<file path="src/rtl/seg_scan_decoder_pkg.sv">
// Segment codes, digit positions and the decode helpers shared by the scan
// driver and the scan decoder.
package seg_pkg;

    localparam logic [6:0] SEG_0     = 7'h3F;
    localparam logic [6:0] SEG_1     = 7'h06;
    localparam logic [6:0] SEG_2     = 7'h5B;
    localparam logic [6:0] SEG_3     = 7'h4F;
    localparam logic [6:0] SEG_4     = 7'h66;
    localparam logic [6:0] SEG_5     = 7'h6D;
    localparam logic [6:0] SEG_6     = 7'h7D;
    localparam logic [6:0] SEG_7     = 7'h07;
    localparam logic [6:0] SEG_8     = 7'h7F;
    localparam logic [6:0] SEG_9     = 7'h6F;
    localparam logic [6:0] SEG_DASH  = 7'h40;
    localparam logic [6:0] SEG_BLANK = 7'h00;

    localparam logic [2:0] DIG_SEC_ONES  = 3'd0;
    localparam logic [2:0] DIG_SEC_TENS  = 3'd1;
    localparam logic [2:0] DIG_SEP_LO    = 3'd2;
    localparam logic [2:0] DIG_MIN_ONES  = 3'd3;
    localparam logic [2:0] DIG_MIN_TENS  = 3'd4;
    localparam logic [2:0] DIG_SEP_HI    = 3'd5;
    localparam logic [2:0] DIG_HOUR_ONES = 3'd6;
    localparam logic [2:0] DIG_HOUR_TENS = 3'd7;

    typedef enum logic [1:0] {SYM_DIGIT, SYM_SEP, SYM_BLANK, SYM_BAD} sym_kind_t;

    typedef struct packed {
        sym_kind_t  kind;
        logic [3:0] value;
    } seg_sym_t;

    function automatic seg_sym_t seg_decode(input logic [6:0] code);
        seg_sym_t sym;
        sym.kind  = SYM_DIGIT;
        sym.value = 4'd0;
        case (code)
            SEG_0:     sym.value = 4'd0;
            SEG_1:     sym.value = 4'd1;
            SEG_2:     sym.value = 4'd2;
            SEG_3:     sym.value = 4'd3;
            SEG_4:     sym.value = 4'd4;
            SEG_5:     sym.value = 4'd5;
            SEG_6:     sym.value = 4'd6;
            SEG_7:     sym.value = 4'd7;
            SEG_8:     sym.value = 4'd8;
            SEG_9:     sym.value = 4'd9;
            SEG_DASH:  sym.kind  = SYM_SEP;
            SEG_BLANK: sym.kind  = SYM_BLANK;
            default:   sym.kind  = SYM_BAD;
        endcase
        return sym;
    endfunction

    function automatic logic [6:0] bcd_pair(input logic [3:0] tens, input logic [3:0] ones);
        return 7'(tens) * 7'd10 + 7'(ones);
    endfunction

endpackage

</file>
<file path="src/rtl/seg_scan_decoder_if.sv">
// Observed display scan lines plus the decoded time and status seen by the consumer.
interface seg_scan_decoder_if;
    logic [7:0] select_dig;
    logic [7:0] select_seg;
    logic [5:0] sec;
    logic [5:0] min;
    logic [5:0] hour;
    logic       frame_valid;
    logic       frame_err;
    logic       stalled;

    modport master (
        output select_dig, select_seg,
        input  sec, min, hour, frame_valid, frame_err, stalled
    );

    modport slave (
        input  select_dig, select_seg,
        output sec, min, hour, frame_valid, frame_err, stalled
    );
endinterface

</file>
<file path="src/rtl/seg_scan_decoder_stable_filter.sv">
// Polarity-normalises the scan lines and emits one strobe per run of
// STABLE_CYCLES identical samples, hiding ghosting at digit transitions.
module seg_stable_filter #(
    parameter int STABLE_CYCLES = 8,
    parameter int DIG_ACT_LOW   = 1,
    parameter int SEG_ACT_LOW   = 1
) (
    input  logic       clk,
    input  logic       clear,
    input  logic [7:0] select_dig,
    input  logic [7:0] select_seg,
    output logic       stable,
    output logic [7:0] dig,
    output logic [6:0] seg
);
    localparam int CW = $clog2(STABLE_CYCLES);
    localparam logic [CW-1:0] LAST = CW'(STABLE_CYCLES - 1);

    logic [7:0]    dig_now;
    logic [7:0]    seg_now;
    logic [7:0]    dig_prev;
    logic [7:0]    seg_prev;
    logic [CW-1:0] count;
    logic          captured;

    // The dp bit takes part in the change detection even though decode ignores it.
    always_ff @(posedge clk) begin
        if (clear) begin
            dig_now  <= '0;
            seg_now  <= '0;
            dig_prev <= '0;
            seg_prev <= '0;
            count    <= '0;
            captured <= 1'b0;
        end else begin
            dig_now  <= (DIG_ACT_LOW != 0) ? ~select_dig : select_dig;
            seg_now  <= (SEG_ACT_LOW != 0) ? ~select_seg : select_seg;
            dig_prev <= dig_now;
            seg_prev <= seg_now;
            if (dig_now != dig_prev || seg_now != seg_prev) begin
                count    <= '0;
                captured <= 1'b0;
            end else if (stable) begin
                captured <= 1'b1;
            end else if (count != LAST) begin
                count <= count + 1'b1;
            end
        end
    end

    assign stable = (count == LAST) && !captured;
    assign dig    = dig_prev;
    assign seg    = seg_prev[6:0];
endmodule

</file>
<file path="src/rtl/seg_scan_decoder.sv">
// Readback monitor for the multiplexed HH-MM-SS display: filters the scan,
// decodes each digit and publishes a binary time once all eight were seen.
module seg_scan_decoder
    import seg_pkg::*;
#(
    parameter int STABLE_CYCLES = 8,
    parameter int TIMEOUT       = 96000,
    parameter int DIG_ACT_LOW   = 1,
    parameter int SEG_ACT_LOW   = 1
) (
    input  logic               clk_48mhz,
    input  logic               clear,
    seg_scan_decoder_if.slave  scan
);
    localparam int TW = $clog2(TIMEOUT + 1);

    logic          stable;
    logic [7:0]    dig;
    logic [6:0]    seg;
    logic          multi;
    logic          capture;
    logic          strobe_err;
    logic [2:0]    idx;
    seg_sym_t      sym;
    logic          digit_err;
    logic [3:0]    digit_val;
    logic [3:0]    digits [8];
    logic [7:0]    mask;
    logic          err_acc;
    logic [6:0]    sec_full;
    logic [6:0]    min_full;
    logic [6:0]    hour_full;
    logic          range_err;
    logic [TW-1:0] idle_count;
    logic [5:0]    sec_q;
    logic [5:0]    min_q;
    logic [5:0]    hour_q;
    logic          valid_q;
    logic          err_q;
    logic          stalled_q;

    seg_stable_filter #(
        .STABLE_CYCLES (STABLE_CYCLES),
        .DIG_ACT_LOW   (DIG_ACT_LOW),
        .SEG_ACT_LOW   (SEG_ACT_LOW)
    ) u_filter (
        .clk        (clk_48mhz),
        .clear      (clear),
        .select_dig (scan.select_dig),
        .select_seg (scan.select_seg),
        .stable     (stable),
        .dig        (dig),
        .seg        (seg)
    );

    assign multi      = |(dig & (dig - 8'd1));
    assign capture    = stable && (dig != 8'd0) && !multi;
    assign strobe_err = stable && multi;
    assign sym        = seg_decode(seg);

    always_comb begin
        idx = '0;
        for (int i = 0; i < 8; i++) begin
            if (dig[i]) idx = 3'(i);
        end
    end

    // A blank leading hour digit is how the driver shows hours below ten.
    always_comb begin
        digit_err = 1'b0;
        digit_val = sym.value;
        if (idx == DIG_SEP_LO || idx == DIG_SEP_HI) begin
            digit_err = (sym.kind != SYM_SEP);
        end else if (idx == DIG_HOUR_TENS && sym.kind == SYM_BLANK) begin
            digit_val = 4'd0;
        end else begin
            digit_err = (sym.kind != SYM_DIGIT);
        end
    end

    assign sec_full  = bcd_pair(digits[DIG_SEC_TENS], digits[DIG_SEC_ONES]);
    assign min_full  = bcd_pair(digits[DIG_MIN_TENS], digits[DIG_MIN_ONES]);
    assign hour_full = bcd_pair(digits[DIG_HOUR_TENS], digits[DIG_HOUR_ONES]);
    assign range_err = (sec_full > 7'd59) || (min_full > 7'd59) || (hour_full > 7'd23);

    // A capture coinciding with frame completion seeds the next frame.
    always_ff @(posedge clk_48mhz) begin
        if (clear) begin
            mask    <= '0;
            err_acc <= 1'b0;
            sec_q   <= '0;
            min_q   <= '0;
            hour_q  <= '0;
            valid_q <= 1'b0;
            err_q   <= 1'b0;
            for (int i = 0; i < 8; i++) digits[i] <= '0;
        end else begin
            valid_q <= 1'b0;
            if (mask == 8'hFF) begin
                sec_q   <= sec_full[5:0];
                min_q   <= min_full[5:0];
                hour_q  <= hour_full[5:0];
                valid_q <= 1'b1;
                err_q   <= err_acc | range_err;
                mask    <= capture ? (8'd1 << idx) : 8'd0;
                err_acc <= (capture && digit_err) || strobe_err;
            end else begin
                if (capture) mask[idx] <= 1'b1;
                if ((capture && digit_err) || strobe_err) err_acc <= 1'b1;
            end
            if (capture) digits[idx] <= digit_val;
        end
    end

    always_ff @(posedge clk_48mhz) begin
        if (clear || capture) begin
            idle_count <= '0;
            stalled_q  <= 1'b0;
        end else if (idle_count != TW'(TIMEOUT)) begin
            idle_count <= idle_count + 1'b1;
            stalled_q  <= (idle_count == TW'(TIMEOUT - 1));
        end
    end

    assign scan.sec         = sec_q;
    assign scan.min         = min_q;
    assign scan.hour        = hour_q;
    assign scan.frame_valid = valid_q;
    assign scan.frame_err   = err_q;
    assign scan.stalled     = stalled_q;
endmodule

</file>
<file path="src/flat_wrapper.sv">
// flat-port wrapper written by rule: the top's interface ports become plain ports
module seg_scan_decoder_flat import seg_pkg::*;
#(
    parameter int STABLE_CYCLES = 8,
    parameter int TIMEOUT       = 96000,
    parameter int DIG_ACT_LOW   = 1,
    parameter int SEG_ACT_LOW   = 1
)
  (clk_48mhz, clear, scan_select_dig, scan_select_seg, scan_sec, scan_min, scan_hour, scan_frame_valid, scan_frame_err, scan_stalled);
  seg_scan_decoder_if scan_i ();
  input  logic clk_48mhz;
  input  logic clear;
  input wire logic [$bits(scan_i.select_dig)-1:0] scan_select_dig;
  input wire logic [$bits(scan_i.select_seg)-1:0] scan_select_seg;
  output wire logic [$bits(scan_i.sec)-1:0] scan_sec;
  output wire logic [$bits(scan_i.min)-1:0] scan_min;
  output wire logic [$bits(scan_i.hour)-1:0] scan_hour;
  output wire logic [$bits(scan_i.frame_valid)-1:0] scan_frame_valid;
  output wire logic [$bits(scan_i.frame_err)-1:0] scan_frame_err;
  output wire logic [$bits(scan_i.stalled)-1:0] scan_stalled;
  assign scan_i.select_dig = scan_select_dig;
  assign scan_i.select_seg = scan_select_seg;
  assign scan_sec = scan_i.sec;
  assign scan_min = scan_i.min;
  assign scan_hour = scan_i.hour;
  assign scan_frame_valid = scan_i.frame_valid;
  assign scan_frame_err = scan_i.frame_err;
  assign scan_stalled = scan_i.stalled;
  seg_scan_decoder #(.STABLE_CYCLES(STABLE_CYCLES), .TIMEOUT(TIMEOUT), .DIG_ACT_LOW(DIG_ACT_LOW), .SEG_ACT_LOW(SEG_ACT_LOW)) u_core (.clk_48mhz(clk_48mhz), .clear(clear), .scan(scan_i));
endmodule
</file>
<file path="config.mk">
export PLATFORM = sky130hd
export DESIGN_NAME = seg_scan_decoder_flat
export DESIGN_NICKNAME = d
export VERILOG_FILES = /design/src/rtl/seg_scan_decoder_pkg.sv /design/src/rtl/seg_scan_decoder_if.sv /design/src/rtl/seg_scan_decoder_stable_filter.sv /design/src/rtl/seg_scan_decoder.sv /design/src/flat_wrapper.sv
export SDC_FILE = /design/constraint.sdc
export NUM_CORES = 1
export LEC_CHECK = 0
export ABC_CLOCK_PERIOD_IN_PS = 2600
export BUFFER_PORTS_ARGS = -buffer_cell sky130_fd_sc_hd__buf_4
export CORE_MARGIN = 2
export CORE_UTILIZATION = 54
export CTS_CLUSTER_DIAMETER = 120
export DETAILED_ROUTE_END_ITERATION = 10
export GPL_ROUTABILITY_DRIVEN = 1
export GPL_TIMING_DRIVEN = 0
export PLACE_DENSITY = 0.84
export SYNTH_ARGS = -nofsm -noshare
export SYNTH_HDL_FRONTEND = slang
export SYNTH_SLANG_ARGS = --single-unit
</file>
<file path="constraint.sdc">
create_clock -name clk_48mhz -period 2.6 [get_ports clk_48mhz]
set_clock_uncertainty 0.1 [all_clocks]
set_input_delay 0.39 -clock clk_48mhz [delete_from_list [all_inputs] [get_ports clk_48mhz]]
set_output_delay 0.39 -clock clk_48mhz [all_outputs]
set_load 0.05 [all_outputs]
</file>
; After elaboration in Yosys (flattened, before gate mapping)
; Memory sizes are Yosys's and may differ from the RTL's.
; Cells that the tools add are included.
[word_totals]
register_bits = 83
mem_bits_rw = 32
n_memories = 1
inputBits = 18
wordCells = 114
out_inout_bits = 21
[mem_list]
columns = memory, depth, width, read_ports, rd_clocked_by_memory_dff, wr, line_no
row1 = u_core.digits, 8, 4, 6, 0, 8, seg_scan_decoder.sv:27  ; logic [3:0] digits [8];
[op_classes]
addsub = 6
shifts = 1
n_eq_ne = 23
mux = 29
bitwise_logic = 6
reduce_logical = 25
n_mul = 3
n_lt_le_gt_ge = 5
[ops]
columns = cell, n
row1 = $eq 7x7->1 const B, 8
row2 = $pmux 4 s9, 1
row3 = $mux 8, 3
row4 = $add 7x4->7, 3
row5 = $mul 4x3->6 const B, 3
row6 = $add 17x1->17 const B, 1
row7 = $eq 17x17->1 const B, 1
row8 = $ne 17x17->1 const B, 1
row9 = $ne 8x8->1, 2
row10 = $not 8->8, 2
row11 = $mux 3, 5
row12 = $eq 7x3->1 const B, 2
row13 = $gt 7x6->1 const B, 2
row14 = $mux 1, 13
row15 = $mux 4, 3
row16 = $reduce_or 10->1, 1
row17 = $eq 3x3->1 const B, 3
row18 = $and 8x8->8, 1
row19 = $eq 8x8->1 const B, 1
row20 = $or 8x8->8, 1
row21 = $reduce_bool 8->1, 1
row22 = $reduce_or 8->1, 1
row23 = $shl 1x3->8 const A, 1
row24 = $sub 8x1->8 const B, 1
row25 = other kinds (22), 37

; Depth between registers and ports, before layout
[depth]
ltp_word = 15
ltp_mapped = 9
ltp_nobuf = 9

; By module
; Synthesis repeated with hierarchy kept, for this count alone.
[unflattened]
hier_cells = 537
area_unflattened_um2 = 5141.2
[by_module_without_submodules]
columns = module, seq_area_each_um2, area_each_um2, cells_per_inst, n_inst
row1 = seg_scan_decoder, 1661.6, 3916.3, 421, 1
row2 = seg_stable_filter, 720.7, 1224.9, 116, 1

; Least setup slack after synthesis
; No wires, ideal clock.
[synth_timing]
path_kind = reg-to-reg
startpoint = memory u_core.digits[1][1]
endpoint = register u_core.err_q, in the netlist u_core.scan.frame_err
t_arrival_ps = 2290
setup_time_ps = 91
synth_period_minus_slack_ps = 2481
path_stages_with_launch = 10
slack_ps = 119
n_path_buf = 0
t_required_ps = 2409
path_cell_list = edfxtp_1 > ha_1 > ha_1 > inv_1 > fa_1 > a21o_1 > a211oi_1 > maj3_1 > o21ai_0 > a311oi_1
[synth_lines]
columns = item, line_no
row1 = "start, declared", seg_scan_decoder.sv:27
row2 = "end signal, assigned", seg_scan_decoder.sv:104  ; err_q <= err_acc | range_err;
row3 = "end, declared", seg_scan_decoder.sv:39  ; logic err_q;

==> summary.txt <==
STA
  • Worst-margin pin slew: 691 ps
  • Slew HR: 53.3%
  • Final period util: 99.3%
  • Final hold viol count: 0
  • Fin crit period: 2580 ps
  • Final WS setup: 18.2 ps
  • RSZ-0062 raised after global routing: true
  • Finish-stage setup viols: 0
  • Final hold slack: 65.6 ps
  • Slew Limit Fails: 0
  • Fmax: 387 MHz

Synth
  • Mapped cell area: 0.00500 mm²
  • Post-synth EDFFs: 24
  • Synth cell types: 64
  • Synth async-reset ratio: 0%
  • Sequential fraction of the synthesis area: 47.6%
  • Ys Warns: 0
  • Most used DFF post-synth: dfxtp_1
  • Syn avg cell area: 9.63 µm²
  • Post-synthesis register bit count: 107
  • Syn nets: 566
  • Post-synthesis instance total: 519

Routing
  • Post-DRT Antenna Nets: 0
  • Drt drc: 0
  • Initial DRC count: 139
  • DR pass1 iterations: 4
  • Via count: 3747
  • Vias per cell: 5.42
  • DRT Wirelength: 9710 µm
  • Drt wl/cell: 14.1 µm

Final layout
  • Nets: 622
  • ANT cells: 0
  • Layout cells sized above 1: 16.6%
  • Commonest non-fill, non-tap cell in the layout: dfxtp_1
  • Register area: 0.00238 mm²
  • Utilization after layout: 62.8%
  • Area grow syn2layout: 14.5%
  • Multi-input combinational cell area: 0.00252 mm²
  • Cell Count, Final, Fillers Out: 691
  • Final instance area: 0.00572 mm²
  • Fill cells: 728
  • Commonest non-fill, non-tap cells in the layout: dfxtp_1 (83), nor2_1 (71), nand2_1 (55)

Global route
  • GRT Util Overall: 20.1%
  • Grt ovf: 0
  • First-pass GRT wire length: 16100 µm
  • Largest net degree at the start of global routing: 17
  • Vias in the first global route: 3668
  • Initial antenna violation count: 0

Clocking
  • Reg clk slew, reported paths: 100 ps
  • CTS tree: built
  • Max Root-Sink Buffers: 2
  • Clock root cell: clkbuf_8
  • Htree depth: 3
  • # clock sinks: 107
  • # hold bufs at CTS: 0
  • Total CTS buffers: 9
  • Clock Latency Late Sink: 360 ps

Power and ir drop
  • Cell area power density: 535 mW/mm²
  • Static leakage power: 0.00218 µW
  • IR Drop Worst-Case VDD: 0.000329 V

Floorplan
  • Starting Density: 54.9%
  • Die H: 100 µm
  • Die area: 0.0100 mm²
  • Die X: 100 µm
  • Boundary pin count: 39
  • Site Rows: 35
  • Core area: 0.00911 mm²

Worst setup path
  • CP Capture Point: u_core.scan.frame_err
  • CP startpoint: u_core.digits[4][3]
  • Worst-path maximum fanout: 3
  • Arrival @ worst endpoint: 2750 ps
  • R2R Path Start: u_core.digits[4][3]
  • Reg2Reg Depth: 8
  • Reg-to-reg endpoint: u_core.scan.frame_err
  • Worst setup SP type: register
  • WP data required: 2760 ps
  • Crit Path Class: reg2reg
  • Reg2reg setup slack: 20 ps
  • CP endpoint kind: register

Placed design
  • Post-DP Area: 0.00542 mm²
  • DPL Wire Length: 7160 µm
  • PortBufs: 38
  • Placed insts: 668
  • Pre-CTS WS: -365 ps
  • GPL Wtd Cong: 0.870

Hold path
  • Hold Crit Class: in2reg
  • WHS Path Cells: 2

Status
  • Status: finished clean

Run
  • Max_cap viols: 0
final cells by class:
type | instances | share of cell area [%]
Timing Repair Buffer | 46 | 6.03
Clock inverter | 6 | 0.568
Multi-Input combinational cell | 369 | 44.0
Buffer | 22 | 1.81
Clock buffer | 10 | 2.23
Sequential cell | 107 | 41.6
Tap cell | 111 | 2.43
Inverter | 20 | 1.31
timing repair:
item                                    in CTS  in global routing
endpoints found under the hold margin        0                  0
gates resized for setup                      5                 16
setup buffers                                3                  5
endpoints found under the setup margin       1                  9
pin swaps                                    2                 12
synth_stat cells, types with 5 or more instances:
cell type | instances | area (µm²)
inv_1 | 19 | 71.3
ha_1 | 23 | 288
nor4_1 | 5 | 31.3
nand2_1 | 56 | 210
nor3_1 | 9 | 45.0
nor2b_1 | 22 | 138
fa_1 | 6 | 120
clkbuf_1 | 16 | 60.1
o21ai_0 | 6 | 30.0
a21oi_1 | 22 | 110
nand3_1 | 17 | 85.1
dfxtp_1 | 83 | 1660
and3_1 | 5 | 31.3
nor2_1 | 71 | 267
xnor2_1 | 28 | 245
nand4_1 | 11 | 68.8
edfxtp_1 | 24 | 721
xor2_1 | 20 | 175
cells by family after synthesis:
group	share of synthesized area (%)
AOI/OAI and AO/OA	8.81
DFF	47.6
muxes	1.03
xor gates and xnor gates	8.41
and+or+nand+nor	21.7
buffers and inverters	3.65
adders and majority gates	8.76
report_power, final:
part           switching (µW)  leakage [µW]  internal [µW]
Sequential               35.9      0.000909           1740
Combinational             212       0.00118            180
Clock                     556     0.0000856            341
flip-flops by register name (all words and copies together) (netlist names), 3 cells and up:
name and count:
u_core.digits 24, u_core.scan.min 6, u_core.idle_count 17, u_core.mask 8
u_core.u_filter.count 3, u_core.u_filter.seg_prev 8, u_core.u_filter.seg_now 8, u_core.scan.hour 6
u_core.u_filter.dig_now 8, u_core.u_filter.dig 8, u_core.scan.sec 6
stage by stage:
| stage | power [µW] | TNS [ps] |
|---|---|---|
| after floorplan | 2060 | 0 |
| after global placement | 2130 | -146 |
| after detailed placement | 2160 | -365 |
| after CTS | 3040 | 0 |
| after global routing | 3190 | -51.1 |
| final | 3060 | 0 |
worst min-delay path by stage:
| stage | from | end |
|---|---|---|
| after floorplan | u_core.mask[3] | u_core.mask[3] |
| after global placement | u_core.mask[6] | u_core.mask[6] |
| after CTS | scan_select_seg[2] | u_core.u_filter.seg_now[2] |
| after global routing | scan_select_dig[7] | u_core.u_filter.dig_now[7] |
| after detailed placement | u_core.mask[1] | u_core.mask[1] |
| final | scan_select_dig[7] | u_core.u_filter.dig_now[7] |
routing by layer:
metal / track usage, % / routed length [µm] / share of wire, % / up-vias
met5: 0 / 0 / 0 / -
met4: 8.11 / 197 / 2.0 / 0
met3: 4.11 / 374 / 3.9 / 18
met2: 35.1 / 4850 / 50 / 92
met1: 24.2 / 4280 / 44 / 1747
li1: - / - / - / 1890
worst max-delay path: stages, from the launching register on:
cell,delay [ps]
edfxtp_1,430
ha_1,310
ha_2,170
inv_2,40
fa_1,510
and3b_1,200
nor4b_2,340
a2111oi_4,140
a311oi_1,250
No activity file was read; power rests on OpenSTA's default activity.
